### src/rtl/main_mem_pkg.sv
// Shared types and constants for the main-memory port A arbiter.
// The 72-bit word is six 12-bit lanes; packing is handled upstream.
package main_mem_pkg;
    localparam int MAIN_BASE = 76;
    localparam int LANES     = 6;
    localparam int LANE_W    = 12;
    localparam int PACK_W    = LANES * LANE_W;
    localparam int ADDR_W    = 20;
    localparam int MEM_AW    = 19;

    typedef enum logic {REQ_CPU = 1'b0, REQ_LOADER = 1'b1} req_id_t;

    typedef struct packed {
        logic    valid;
        req_id_t owner;
    } rd_tag_t;
endpackage

### src/rtl/main_mem_arbiter_rd_tag_pipe.sv
// Shift pipe carrying read-return tags alongside the memory read latency.
// Reset flushes every stage so no pre-reset read ever returns.
module rd_tag_pipe
    import main_mem_pkg::*;
#(
    parameter int DEPTH = 3
) (
    input  logic    clk,
    input  logic    rst,
    input  rd_tag_t tag_in,
    output rd_tag_t tag_out,
    output logic    any_vld
);

    rd_tag_t stage_p [DEPTH];

    always_ff @(posedge clk) begin
        if (rst) begin
            for (int i = 0; i < DEPTH; i++) begin
                stage_p[i].valid <= 1'b0;
                stage_p[i].owner <= REQ_CPU;
            end
        end else begin
            stage_p[0] <= tag_in;
            for (int i = 1; i < DEPTH; i++) begin
                stage_p[i] <= stage_p[i-1];
            end
        end
    end

    assign tag_out = stage_p[DEPTH-1];

    always_comb begin
        any_vld = 1'b0;
        for (int i = 0; i < DEPTH; i++) begin
            any_vld = any_vld | stage_p[i].valid;
        end
    end

endmodule

### src/rtl/main_mem_arbiter.sv
// Round-robin arbiter sharing main-memory port A between CPU vector access and the
// host image loader, with lock sequences, base-offset translation and read routing.
module main_mem_arbiter
    import main_mem_pkg::*;
#(
    parameter int RD_LAT   = 2,
    parameter int LOCK_MAX = 8,
    parameter int BASE     = MAIN_BASE
) (
    input  logic                        clk,
    input  logic                        rst,
    input  logic [1:0]                  req,
    input  logic [1:0]                  we,
    input  logic [1:0]                  lock,
    input  logic [1:0][ADDR_W-1:0]      addr,
    input  logic [1:0][PACK_W-1:0]      wdata,
    output logic [1:0]                  gnt,
    output logic [1:0]                  err,
    output logic [1:0]                  rvalid,
    output logic [PACK_W-1:0]           rdata,
    output logic [MEM_AW-1:0]           mem_addr,
    output logic [PACK_W-1:0]           mem_data,
    output logic                        mem_wren,
    input  logic [PACK_W-1:0]           mem_q,
    output logic                        busy
);

    localparam int CNT_W = $clog2(LOCK_MAX + 1);

    function automatic logic [1:0] onehot(req_id_t id);
        return (id == REQ_LOADER) ? 2'b10 : 2'b01;
    endfunction

    req_id_t            rr_ptr;
    req_id_t            lock_owner;
    logic               lock_held;
    logic [CNT_W-1:0]   lock_cnt;

    logic [1:0]         in_range;
    logic [1:0]         eligible;
    logic [1:0]         cand;
    logic [1:0]         err_d;
    logic               any_gnt;
    req_id_t            winner;
    logic [MEM_AW-1:0]  off;
    logic [CNT_W-1:0]   cnt_nxt;
    rd_tag_t            tag_in;
    rd_tag_t            tag_out;
    logic               pipe_vld;

    // Arbitration: a held lock narrows eligibility to its owner; out-of-range
    // requests are never candidates and are reported once through err.
    always_comb begin
        for (int i = 0; i < 2; i++) begin
            in_range[i] = (addr[i] >= ADDR_W'(BASE));
        end
        eligible = 2'b11;
        if (lock_held) begin
            eligible = onehot(lock_owner);
        end
        cand    = req & in_range & eligible;
        err_d   = req & ~in_range & eligible & ~err;
        any_gnt = |cand;
        if (cand == 2'b11) begin
            winner = rr_ptr;
        end else if (cand[1]) begin
            winner = REQ_LOADER;
        end else begin
            winner = REQ_CPU;
        end
        gnt          = any_gnt ? onehot(winner) : 2'b00;
        off          = MEM_AW'(addr[winner] - ADDR_W'(BASE));
        cnt_nxt      = lock_held ? (lock_cnt + CNT_W'(1)) : CNT_W'(1);
        tag_in.valid = any_gnt & ~we[winner];
        tag_in.owner = winner;
    end

    // Round-robin pointer and lock tracking
    always_ff @(posedge clk) begin
        if (rst) begin
            rr_ptr     <= REQ_CPU;
            lock_owner <= REQ_CPU;
            lock_held  <= 1'b0;
            lock_cnt   <= '0;
            err        <= 2'b00;
        end else begin
            err <= err_d;
            if (any_gnt) begin
                rr_ptr <= req_id_t'(~winner);
                if (lock[winner] && (cnt_nxt < CNT_W'(LOCK_MAX))) begin
                    lock_held  <= 1'b1;
                    lock_owner <= winner;
                    lock_cnt   <= cnt_nxt;
                end else begin
                    lock_held <= 1'b0;
                    lock_cnt  <= '0;
                end
            end else if (lock_held && !lock[lock_owner]) begin
                lock_held <= 1'b0;
                lock_cnt  <= '0;
            end
        end
    end

    // Command stage: one registered access per grant
    always_ff @(posedge clk) begin
        if (rst) begin
            mem_addr <= '0;
            mem_data <= '0;
            mem_wren <= 1'b0;
        end else begin
            mem_wren <= any_gnt & we[winner];
            if (any_gnt) begin
                mem_addr <= off;
                mem_data <= wdata[winner];
            end
        end
    end

    rd_tag_pipe #(
        .DEPTH (RD_LAT + 1)
    ) u_rd_tag_pipe (
        .clk     (clk),
        .rst     (rst),
        .tag_in  (tag_in),
        .tag_out (tag_out),
        .any_vld (pipe_vld)
    );

    // Return stage: capture q_a as the matching tag leaves the pipe
    always_ff @(posedge clk) begin
        if (rst) begin
            rvalid <= 2'b00;
            rdata  <= '0;
        end else begin
            rvalid <= tag_out.valid ? onehot(tag_out.owner) : 2'b00;
            if (tag_out.valid) begin
                rdata <= mem_q;
            end
        end
    end

    assign busy = pipe_vld | lock_held;

endmodule

### config.mk
export PLATFORM = sky130hd
export DESIGN_NAME = main_mem_arbiter
export DESIGN_NICKNAME = d
export VERILOG_FILES = /design/src/rtl/main_mem_pkg.sv /design/src/rtl/main_mem_arbiter_rd_tag_pipe.sv /design/src/rtl/main_mem_arbiter.sv
export SDC_FILE = /design/constraint.sdc
export NUM_CORES = 1
export LEC_CHECK = 0
export ABC_AREA = 1
export CORE_AREA = 5 5 166 168
export DETAILED_ROUTE_END_ITERATION = 8
export DIE_AREA = 0 0 171 173
export PLACE_DENSITY = 0.69
export SKIP_LAST_GASP = 1
export SYNTH_ARGS = -nofsm -noshare
export SYNTH_HDL_FRONTEND = slang
export SYNTH_SLANG_ARGS = --single-unit
### constraint.sdc
create_clock -name clk -period 3 [get_ports clk]
set_clock_uncertainty 0.1 [all_clocks]
set_input_delay 0.75 -clock clk [delete_from_list [all_inputs] [get_ports clk]]
set_output_delay 0.75 -clock clk [all_outputs]
set_load 0.01 [all_outputs]
# Yosys cells after proc, flatten, opt, wreduce, memory -nomap -nowiden
# Memory sizes are Yosys's and may differ from the RTL's.
# Index checks and enable logic that the tools add are counted.
# op_classes
mux,30
magnitude_cmp,5
bitwise_logic,18
n_reduce_logical,7
n_eq_ne,1
add_sub_neg,2
# ops
cell,count
72-bit 2-to-1 mux,2
"20-bit by 7-bit greater-or-equal comparator with 1-bit output, second input constant",2
19-bit 2-to-1 mux,2
"19-bit by 7-bit subtractor with 19-bit output, second input constant",1
2-bit 2-to-1 mux,8
4-bit 2-to-1 mux,4
1-bit 2-to-1 mux,14
2-bit AND,5
1-bit bitwise OR,6
"4-bit by 1-bit adder with 4-bit output, second input constant",1
"1-bit by 2-bit < comparator with 1-bit output, second input constant",2
"4-bit < comparator, second input constant",1
2-bit NOT,2
2-bit OR reduction,2
1-bit NOT,3
1-bit AND,2
"2-bit == test, second input constant",1
1-bit logical AND,2
2-bit AND reduction,1
2-bit nonzero test,1
1-bit zero test,1
# word_totals
elab_cells,74
reg_bits,175
inputBits,264
output_inout_bits,171
memories,1
mem_bits_rw,6
# mem_list
name,depth,width,rd,rd_ports_with_merged_regs,wr,line_no,rtl
u_rd_tag_pipe.stage_p,3,2,3,0,3,main_mem_arbiter_rd_tag_pipe.sv:15,rd_tag_t stage_p [DEPTH];

# Depth between registers and ports, before layout
# depth
depth_word,10
depth_mapped,20
mapped_depth_nobuf,19

# Cells and area by module
# A second synthesis with hierarchy kept.
# unflattened
hier_cells,1081
hier_area_um2,7709.9
# by_module_without_submodules
module,area_each_um2,n_inst,cells_each
main_mem_arbiter,7522.2,1,1059
rd_tag_pipe,187.7,1,22

# Worst setup path before layout
# No wires, ideal clock.
# synth_path
path_kind,input to output
from,input addr[38] (netlist name)
to,output gnt[0]
t_arrival_ns,2.040
n_path_buf,3
cell_stages,11
path_slack_ns,0.110
required_ns,2.150
cell_sequence,or2_0 -> nor2_1 -> nand3_1 -> nand2_1 -> inv_2 -> nand2_8 -> inv_2 -> buf_6 -> buf_2 -> buf_2 -> nor2_1
# synth_via
elab_chain_len,7
word_cells_on_any_way,9
classes_between,1 x order compare; 1 x eq/ne; 4 x mux; 2 x bitwise; 1 x reduce/logical
# synth_lines
item,line_no,rtl
"start, declared",main_mem_arbiter.sv:15,"input logic [1:0][ADDR_W-1:0] addr,"
20-bit by 7-bit greater-or-equal comparator with 1-bit output *,main_mem_arbiter.sv:55,in_range[i] = (addr[i] >= ADDR_W'(BASE));
2-bit AND * (2 in series),main_mem_arbiter.sv:61,cand = req & in_range & eligible;
2-bit == test or 1-bit 2-to-1 mux (tied branches),"main_mem_arbiter.sv:64, main_mem_arbiter.sv:66",
1-bit 2-to-1 mux,main_mem_arbiter.sv:64,if (cand == 2'b11) begin
2-bit 2-to-1 mux,main_mem_arbiter.sv:31,return (id == REQ_LOADER) ? 2'b10 : 2'b01;
2-bit 2-to-1 mux *,main_mem_arbiter.sv:71,gnt = any_gnt ? onehot(winner) : 2'b00;
"end, declared",main_mem_arbiter.sv:17,"output logic [1:0] gnt,"
# Every way passes the cells marked *; elsewhere a longest branch is shown, timed or not.

# Worst setup path in the final report
# layout_path
from,input addr[12] (netlist name)
to,output gnt[1]
# layout_via
elab_chain_len,7
word_cells_on_any_way,8
classes_between,1 x order compare; 1 x eq/ne; 3 x mux; 2 x bitwise; 1 x reduce/logical
# layout_lines
item,line_no
20-bit by 7-bit greater-or-equal comparator with 1-bit output *,main_mem_arbiter.sv:55
2-bit AND * (2 in series),main_mem_arbiter.sv:61
2-bit == test,main_mem_arbiter.sv:64
1-bit 2-to-1 mux,main_mem_arbiter.sv:64
2-bit 2-to-1 mux,main_mem_arbiter.sv:31
2-bit 2-to-1 mux *,main_mem_arbiter.sv:71
# Marks and branches as above.

==> summary.md <==
| Metric | Value |
|---|---|
| Outcome | complete, no violations |
| Ports | 435 |
| Routability cong. | slightly below 0.9 |
| Async SR Flop Fraction | 0% |
| Cell area after synthesis | just under 0.008 mm^2 |
| Top FF cell, synth | dfxtp_1 |
| Hold Fails Final Rpt | 0 |
| CP Data Required Time | around 2.2 ns |
| Post-synth cell types | 42 |
| Period utilization | 98.1% |
| Arrival @ worst endpoint | roughly 2.1 ns |
| Setup TNS | 0 ns |
| Crit-path cells | clkdlybuf4s50_1, nor2_1, nand2_1, nor2_2, nand3_2, buf_6, nand3_4, nand2_8, inv_8, buf_12, buf_6 |
| Final Util | 52.6% |
| Synth area leaders | dfxtp_1 46%, o21ai_0 13%, nor2_1 13% |
| Syn nets | approximately 1300 |
| Detail Route Antenna Nets | 0 |
| WL per Instance | around 17 um |
| Min cycle time layout | just under 3 ns |
| Max stage delay on crit path | about 0.42 ns |
| Max transition margin | between 40% and 50% |
| Most frequent CP cell | buf_6 |
| Initial core utilization | between 30 and 40% |
| Row count | 59 |
| Number of global-route vias before repair | around 9000 |
| DRT Pass-1 Iters | 5 |
| Maxcap violations | 0 |
| Worst slew pin tran | about 0.77 ns |
| DRC viols | 0 |
| Worst setup SP type | input pin |
| Die Width | around 170 um |
| Post-synth EDFFs | 0 |
| Detailed Place HPWL | approximately 24000 um |
| Hold path startpoint | u_rd_tag_pipe.stage_p[0][0] |
| Post-synthesis sequential area ratio | between 40% and 50% |
| CTS HTree Levels | 4 |
| Area Growth Syn to Fin | 73.2% |
| Lkg Pwr | between 5 and 6 nW |
| Max Freq | ~340 MHz |
| Pwr dens | 487 mW/mm^2 |
| Final instance area | between 0.01 and 0.015 mm^2 |
| Final #Nets | roughly 1800 |
| Cell Area, Placed | approximately 0.013 mm^2 |
| Max Root-Sink Buffers | 2 |
| DR vias | a little under 9000 |
| Critical Path Fanout Max | 7 |
| CP max-delay cell | clkdlybuf4s50_1 |
| Leading cell type in the layout, fill and taps excluded | clkdlybuf4s50_1 |
| Largest area contributor in the netlist | dfxtp_1 |
| Die area | 0.0296 mm^2 |
| Peak VDD IR | 0.000270 V |
| Cell family with most CP delay | buffers and inverters |
| Largest net degree at the start of global routing | 74 |
| Ys Warns | 0 |
| Grt total ovfl | 0 |
| Setup CP Type | in -> out |
| Root Buffer | clkbuf_16 |
| Initial DRC count | 485 |
| R2R depth | 17 |
| Seq cells post-synth | around 180 |
| CTS Sinks | roughly 180 |
| CTS tree | done |
| Vias per cell | ~4.7 |
| Global-route wire length before repair | ~50000 um |
| Die Span Y | between 150 and 200 um |
| Worst R2R Setup Slack | 0.59 ns |
| Final slew viol count | 0 |
| Syn_area_per_cell | ~7.3 um^2 |
| Hold depth | 2 |
| Synthesized instance count | 1070 |
| Clk_lat worst skew | ~0.42 ns |
| Initial antenna violation count | 1 |
| Crit path capture type | output port |
| PortBufs | 434 |
| Fraction of layout cells with a size suffix above 1 | between 10% and 20% |
| Reg clk slew, reported paths | 0.08 ns |
| All-Layer GR Usage | between 20% and 30% |
| Bufs and invs on worst path | 5 |
| Core box area | roughly 0.026 mm^2 |
| Area share of the largest cell type after synthesis | a little under half |
| Cts bufs inserted | 17 |
| Final setup fails | 0 |
| Routed WL | roughly 32000 um |
| Most frequent cells in the layout | 411 x clkdlybuf4s50_1, 269 x nor2_1, 211 x o21ai_0 |
| Total power | around 6.6 mW |
| R2R Path End | mem_addr[16] |
| Hold EP | u_rd_tag_pipe.stage_p[0][2] |
| Hold/Removal Path Class | reg -> reg |
| Worst r2r src | lock_held |
[logic make-up (layout without fill, tap and decap cells)]
logic type | count (synthesis) | after routing | synth area share [%]
adder cells (fa/ha/maj) | 2 | 2 | 0.320
AND/OR/NAND/NOR | 503 | 503 | 29.4
other | 0 | 1 | 0
flip-flops | 181 | 181 | 46.3
multiplexers | 1 | 1 | 0.128
AO/OA/AOI/OAI | 262 | 262 | 17.1
XOR/XNOR | 1 | 1 | 0.112
buffers and inverters | 120 | 580 | 6.60
[registers in the layout (all words and copies together) (netlist names)]
name	flops
err	2
rdata	72
mem_data	72
rvalid	2
u_rd_tag_pipe.stage_p	6
lock_owner	1
mem_addr	19
lock_held	1
rr_ptr	1
lock_cnt	4
mem_wren	1
[layout make-up]
type / count / area, um^2
multi-input cells: 769 / 3720
diodes: 1 / 2.50
clock buffers: 17 / 425
well taps: 335 / 419
clock inverters: 15 / 206
fillers: 2461 / 12200
repair buffers: 503 / 4970
inverters: 45 / 181
flip-flops and latches: 181 / 3620
[layer usage]
metal	GRT usage, %	share of wire (%)	up-vias
met5	0	0.050	-
met4	6.83	2.9	2
met3	7.90	9.6	59
met2	36.7	50	343
met1	22.6	38	3996
li1	-	-	4426
[cells in the mapped netlist (3+ instances only)]
master	count
nand3_1	100
dfxtp_1	181
nor2_2	7
nor2_1	272
nand2_8	3
nand3_4	3
buf_2	11
o21ai_1	28
inv_1	40
inv_2	5
nand2_4	8
nand3_2	4
nand2_1	74
a21oi_1	14
nand2_2	17
nand4_1	4
o21ai_0	211
buf_1	3
clkbuf_1	53
[power breakdown]
| group | switching [mW] | internal (mW) | total, mW |
|---|---|---|---|
| Combinational | 0.720 | 0.836 | 1.56 |
| Clock | 1.16 | 1.22 | 2.37 |
| Sequential | 0.0916 | 2.58 | 2.67 |
| Total | 1.97 | 4.63 | 6.60 |
[timing repair]
item / CTS / global route
gates resized for setup: 22 / 28
endpoints found under the setup margin: 2 / 17
pin swaps: 10 / 23
gates cloned: 0 / 0
setup buffers: 2 / 2
hold buffers: 0 / 0
[worst register-to-register path, cell delays in order, from the launching register on]
cell and delay, ns:
dfxtp_1 0.44, nand2_1 0.11, nand2_1 0.13, inv_1 0.09, nand2_4 0.09, inv_4 0.05, buf_4 0.18, nand3_1 0.13
nand2_2 0.07, ha_1 0.20, inv_2 0.09, nand3_4 0.10, nand2_4 0.10, nand2_1 0.07, nor2_1 0.11, nor2_1 0.06
nor2_1 0.13, nor2_1 0.05
[per-stage QoR]
stage / hold slack [ns] / cells / setup WS [ns]
final: 0.299 / 1866 / 0.0565
after global routing: 0.327 / 1865 / -0.0160
after CTS: 0.302 / 1863 / 0.00195
after detailed placement: 0.301 / 1829 / -0.497
after global placement: 0.302 / 1829 / -0.468
after floorplan: 0.288 / 1070 / 0.110
[how the worst max path moves through the flow]
stage             start     end  cells past startpoint
2_1_floorplan  addr[38]  gnt[0]                     11
3_3_place_gp   addr[38]  gnt[0]                     10
3_5_place_dp   addr[38]  gnt[0]                     10
4_1_cts        addr[11]  gnt[0]                     11
5_1_grt         addr[9]  gnt[1]                     11
6_report       addr[12]  gnt[1]                     11
No activity file was read; power rests on OpenSTA's default activity.
